$ cat config.mk
export PLATFORM = sky130hd
export DESIGN_NAME = rsa_xcel_naive_interleaved_mulrem
export DESIGN_NICKNAME = d
export VERILOG_FILES = /design/src/rtl/rsa_xcel_naive_mulrem_pkg.sv /design/src/rtl/rsa_xcel_naive_ModDblAddStep.sv /design/src/rtl/rsa_xcel_naive_interleaved_mulrem.sv
export SDC_FILE = /design/constraint.sdc
export NUM_CORES = 1
export LEC_CHECK = 0
export CAP_MARGIN = 15
export CORE_AREA = 2 2 302 155
export DETAILED_ROUTE_END_ITERATION = 8
export DIE_AREA = 0 0 304 157
export PLACE_DENSITY = 0.49
export SLEW_MARGIN = 20
export SYNTH_ARGS = -nofsm -noshare
export SYNTH_HDL_FRONTEND = slang
export SYNTH_SLANG_ARGS = --single-unit
$ cat constraint.sdc
create_clock -name clk -period 11.95 [get_ports clk]
set_input_delay 1.195 -clock clk [delete_from_list [all_inputs] [get_ports clk]]
set_output_delay 1.195 -clock clk [all_outputs]
set_load 0.05 [all_outputs]
$ cat src/rtl/rsa_xcel_naive_mulrem_pkg.sv
// Shared types and constants for the bit-serial mulrem responder.
// Latency: n/a (declarations only).
// Backpressure: n/a.
package rsa_xcel_naive_mulrem_pkg;

    localparam int NBITS_DEFAULT = 32;

    typedef enum logic [1:0] {
        IDLE   = 2'd0,
        REDUCE = 2'd1,
        MUL    = 2'd2,
        DONE   = 2'd3
    } state_t;

    // Request message layout {n, a, b}: n in the MSBs, b in the LSBs.
    localparam int B_LSB = 0;

    function automatic int n_lsb(input int nbits);
        return 2 * nbits;
    endfunction

    function automatic int a_lsb(input int nbits);
        return nbits;
    endfunction

endpackage

$ cat src/rtl/rsa_xcel_naive_ModDblAddStep.sv
// Purpose: z = (2x + y) mod n for x < n, y < n, using up to two conditional subtractions.
// Latency: combinational. Backpressure: none.
// Ports: x, y, n (NBITS each) in; z (NBITS) out.
module rsa_xcel_naive_ModDblAddStep #(
    parameter int NBITS = 32
) (
    input  logic [NBITS-1:0] x,
    input  logic [NBITS-1:0] y,
    input  logic [NBITS-1:0] n,
    output logic [NBITS-1:0] z
);

    localparam int W = NBITS + 2;

    logic [W-1:0] nw;
    logic [W-1:0] t0;
    logic [W-1:0] t1;
    logic [W-1:0] t2;
    logic         unused_hi;

    // 2x+y < 3n < 2^(NBITS+2), so two guard bits keep the sum exact.
    always_comb begin
        nw = {2'b00, n};
        t0 = {1'b0, x, 1'b0} + {2'b00, y};
        t1 = (t0 >= nw) ? (t0 - nw) : t0;
        t2 = (t1 >= nw) ? (t1 - nw) : t1;
    end

    assign z         = t2[NBITS-1:0];
    // Upper bits are zero whenever the inputs respect x<n, y<n.
    assign unused_hi = ^t2[W-1:NBITS];

endmodule

$ cat src/rtl/rsa_xcel_naive_interleaved_mulrem.sv
// Purpose: val/rdy responder returning (a*b) mod n; b reduced by restoring division, then Blakley multiply over a (MSB first).
// Latency: fixed 2*NBITS cycles from accept to ostream_val; one request in flight, result held in DONE.
// Backpressure: istream_rdy only in IDLE; result held stable until ostream_rdy.
// Ports: clk, reset (async active-low), istream_msg/val/rdy ({n,a,b}), ostream_msg/val/rdy (result).
module rsa_xcel_naive_interleaved_mulrem
    import rsa_xcel_naive_mulrem_pkg::*;
#(
    parameter int NBITS = NBITS_DEFAULT
) (
    input  logic               clk,
    input  logic               reset,
    input  logic [3*NBITS-1:0] istream_msg,
    input  logic               istream_val,
    output logic               istream_rdy,
    output logic [NBITS-1:0]   ostream_msg,
    output logic               ostream_val,
    input  logic               ostream_rdy
);

    localparam int             CW      = $clog2(NBITS);
    localparam logic [CW-1:0]  CNT_MAX = CW'(NBITS - 1);
    localparam int             N_OFF   = n_lsb(NBITS);
    localparam int             A_OFF   = a_lsb(NBITS);

    state_t           state;
    state_t           state_nxt;
    logic [CW-1:0]    cnt;
    logic [NBITS-1:0] n_r;
    logic [NBITS-1:0] a_r;
    logic [NBITS-1:0] b_r;
    logic [NBITS-1:0] rem;
    logic [NBITS-1:0] acc;
    logic [NBITS-1:0] step_x;
    logic [NBITS-1:0] step_y;
    logic [NBITS-1:0] step_z;
    logic             accept;

    assign accept = istream_val && istream_rdy;

    // One step unit serves both phases: REDUCE shifts b bits into rem,
    // MUL doubles acc and conditionally adds the reduced b.
    always_comb begin
        if (state == MUL) begin
            step_x = acc;
            step_y = a_r[NBITS-1] ? rem : '0;
        end else begin
            step_x = rem;
            step_y = {{(NBITS-1){1'b0}}, b_r[NBITS-1]};
        end
    end

    rsa_xcel_naive_ModDblAddStep #(.NBITS(NBITS)) u_step (
        .x (step_x),
        .y (step_y),
        .n (n_r),
        .z (step_z)
    );

    // State register
    always_ff @(posedge clk or negedge reset) begin
        if (!reset) state <= IDLE;
        else        state <= state_nxt;
    end

    // Next-state logic
    always_comb begin
        state_nxt = state;
        case (state)
            IDLE:    if (accept)      state_nxt = REDUCE;
            REDUCE:  if (cnt == '0)   state_nxt = MUL;
            MUL:     if (cnt == '0)   state_nxt = DONE;
            DONE:    if (ostream_rdy) state_nxt = IDLE;
            default:                  state_nxt = IDLE;
        endcase
    end

    // Outputs; rdy is gated by reset so it drops the moment reset asserts.
    always_comb begin
        istream_rdy = reset && (state == IDLE);
        ostream_val = (state == DONE);
        ostream_msg = '0;
        // n==0 has no meaningful remainder; report 0.
        if (state == DONE && n_r != '0) ostream_msg = acc;
    end

    // Datapath registers
    always_ff @(posedge clk or negedge reset) begin
        if (!reset) begin
            cnt <= '0;
            n_r <= '0;
            a_r <= '0;
            b_r <= '0;
            rem <= '0;
            acc <= '0;
        end else begin
            case (state)
                IDLE: begin
                    if (accept) begin
                        n_r <= istream_msg[N_OFF +: NBITS];
                        a_r <= istream_msg[A_OFF +: NBITS];
                        b_r <= istream_msg[B_LSB +: NBITS];
                        rem <= '0;
                        acc <= '0;
                        cnt <= CNT_MAX;
                    end
                end
                REDUCE: begin
                    rem <= step_z;
                    b_r <= b_r << 1;
                    cnt <= (cnt == '0) ? CNT_MAX : cnt - 1'b1;
                end
                MUL: begin
                    acc <= step_z;
                    a_r <= a_r << 1;
                    if (cnt != '0) cnt <= cnt - 1'b1;
                end
                default: ;
            endcase
        end
    end

endmodule

==> impl_metrics.env <==
export IMPL_outcome="complete, no violations"
export IMPL_fin_crit_ns=10.07
export IMPL_drt_first_iter_violations=909
export IMPL_synthCells=1535
export IMPL_yosysUniqueCellTypes=70
export IMPL_nets=1835
export IMPL_slew_headroom_pct=29.93
export IMPL_crit_fanout=53
export IMPL_ant_nets=0
export IMPL_worstPathArrival_ns=10.36
export IMPL_synthMuxAreaShare_pct=13.34
export IMPL_dp_hpwl_um=33660
export IMPL_cts_tree="yes"
export IMPL_drt_wl_total_um=43540
export IMPL_grt_max_degree=69
export IMPL_post_cts_resize_count=0
export IMPL_rsz0062_at_grt="no"
export IMPL_layout_common_cells="o21ai_0, nand2_1, dfrtp_1, clkdlybuf4s50_1, a21oi_1"
export IMPL_final_common_cell="o21ai_0"
export IMPL_yosysSeqAreaShare_pct=31.27
export IMPL_hold_path_class="flop to flop"
export IMPL_critPathLaunchType="flop"
export IMPL_ys_flop_type="dfrtp_1"
export IMPL_crit_slowest_cell="o31ai_1"
export IMPL_grt_util_all_layers_pct=18.42
export IMPL_grt_pass1_wl_um=67540
export IMPL_drc=0
export IMPL_skew_ns=0.008295
export IMPL_cp_required_ns=12.25
export IMPL_num_rows=55
export IMPL_vias_per_cell=5.211
export IMPL_synthesis_nets=1739
export IMPL_initial_utilization_pct=29.83
export IMPL_async_flop_share_pct=100.0
export IMPL_hold_viol=0
export IMPL_drv_slew=0
export IMPL_cp_end_kind="flop"
export IMPL_drive_gt1_share_pct=8.820
export IMPL_die_x_um=304
export IMPL_ios=134
export IMPL_synth_top_cell_by_area="dfrtp_1"
export IMPL_clock_sinks=167
export IMPL_cts_buffers=17
export IMPL_grt_pass1_vias=11420
export IMPL_routedWlPerCell_um=19.41
export IMPL_syn_area_sq_mm=0.01337
export IMPL_synth_seq_cells=167
export IMPL_antenna_found_initial=0
export IMPL_grt_ovfl_total=0
export IMPL_htree_levels=4
export IMPL_synth_warnings=0
export IMPL_setup_violations=0
export IMPL_synth_top_family_by_area="compound AO/OA/AOI/OAI gates"
export IMPL_cts_hold_buf=0
export IMPL_io_buffers=133
export IMPL_slowest_delay_ns=0.58
export IMPL_post_cts_setup_buffers=0
export IMPL_post_route_period_util_pct=84.23
export IMPL_avgSynthCellArea_sq_um=8.707
export IMPL_routed_via_count=11690
export IMPL_timing_setup_tns_ns=0
export IMPL_die_area_sq_mm=0.04773
export IMPL_synth_xor_area_share_pct=5.439
export IMPL_gp_congestion=0.9067
export IMPL_die_height_um=157
export IMPL_dr_pass1_iters=5
export IMPL_tightestPinTransition_ns=1.048
export IMPL_synth_top_area_share_pct=31.27
export IMPL_areaGrowthSynthToFinish_pct=18.87
export IMPL_path_common_cell="a21oi_1"
export IMPL_cap_violations=0
export IMPL_clkTransAtPathRegs_ns=0.07
export IMPL_synth_compound_area_share_pct=20.67
export IMPL_crit_type="flop to flop"
export IMPL_synth_edff_count=0
export IMPL_clock_fmax_mhz=99.35
export IMPL_synthTopCellsByArea="dfrtp_1, ha_1, mux2i_1, o21ai_0, mux2_2"
export IMPL_clk_latency_ns=0.46
export IMPL_synthSimpleGateAreaFrac_pct=15.47
export IMPL_core_area_sq_mm=0.04480
export IMPL_cts_root_buf="clkbuf_16"
export IMPL_synthAdderAreaFrac_pct=9.905
export IMPL_cts_buffer_depth=2
## flip-flops by register name, summed over array words and instances, names as in the netlist
name and flops:
state 2, cnt 5, n_r 32, a_r 32
b_r 32, rem 32, acc 32
## final cells by class
cell class	count	area, sq um
diodes	1	2.502
clock buffers	17	425.4
clock inverters	15	183.9
fillers	4612	28910
inverters	63	236.5
multi-input cells	1238	8693
flip-flops and latches	167	4179
well taps	598	748.2
repair buffers	144	1419
## cells by family (layout without fill, tap and decap cells)
group           count (synthesis)  count (layout)
compound gates                450             450
mux                           168             168
fa+ha+maj                     104             104
flops                         167             167
xor+xnor                       83              83
other cells                     0               1
simple gates                  433             433
buf+inv                       130             239
## layer usage
metal	vias up	routed length [um]	track usage (%)
li1	5746	-	-
met1	5615	22120	26.99
met2	293	18510	28.21
met3	35	2211	3.326
met4	0	706	3.648
met5	-	0	0
## per-stage QoR
step / hold WS [ns] / cell area (sq um) / instances / utilization, % / worst slack, ns
3_5_place_dp: 0.4695 / 15260 / 2209 / 34.07 / 1.988
4_1_cts: 0.4884 / 15870 / 2241 / 35.43 / 1.966
2_1_floorplan: 0.4496 / 13370 / 1535 / - / 3.204
6_report: 0.4812 / 15890 / 2243 / 35.46 / 1.885
5_1_grt: 0.5021 / 15890 / 2242 / 35.46 / 1.304
3_3_place_gp: 0.4597 / 15260 / 2209 / 34.07 / 2.148
## critical path: cells and delay by family, from the launching register on
kind | cells | cell delay, ns
xor+xnor | 1 | 0.19
flops | 1 | 0.40
simple gates | 5 | 0.96
fa+ha+maj | 5 | 1.99
compound gates | 19 | 5.07
mux | 2 | 0.82
buf+inv | 2 | 0.43
## synthesized netlist by cell type (5+ instances only)
| library cell | count |
|---|---|
| o21bai_1 | 10 |
| o31a_1 | 6 |
| a211oi_1 | 13 |
| ha_1 | 101 |
| nand3_1 | 18 |
| a22o_1 | 14 |
| nor3_1 | 23 |
| nand2b_1 | 12 |
| o211ai_1 | 5 |
| nor2b_1 | 9 |
| and3_1 | 40 |
| a21o_1 | 34 |
| xnor2_1 | 54 |
| o31ai_1 | 7 |
| dfrtp_1 | 167 |
| mux2i_1 | 93 |
| xor2_1 | 29 |
| nor2_1 | 66 |
| buf_1 | 7 |
| or2_2 | 6 |
| mux2_2 | 73 |
| a21oi_1 | 102 |
| nor4_1 | 10 |
| o21a_1 | 18 |
| nand2_1 | 181 |
| buf_2 | 7 |
| clkbuf_1 | 50 |
| inv_1 | 63 |
| a31oi_1 | 5 |
| o21ai_0 | 186 |
| nand4_1 | 21 |
| and2_1 | 35 |
## worst paths after layout
kind / start / end / slack [ns] / cells past startpoint
max: state[0] / rem[5] / 1.88 / 34
min: b_r[18] / b_r[18] / 0.48 / 2
max reg2reg: state[0] / rem[5] / 1.88 / 34
min reg2reg: b_r[18] / b_r[18] / 0.48 / 2
max in group asynchronous: reset / b_r[18] / 10.03 / 2
min in group asynchronous: reset / rem[5] / 0.66 / 1
Power is left out: the tool's default activity adds up to more than one toggle a clock period on the data nets, which glitch-free logic cannot reach.
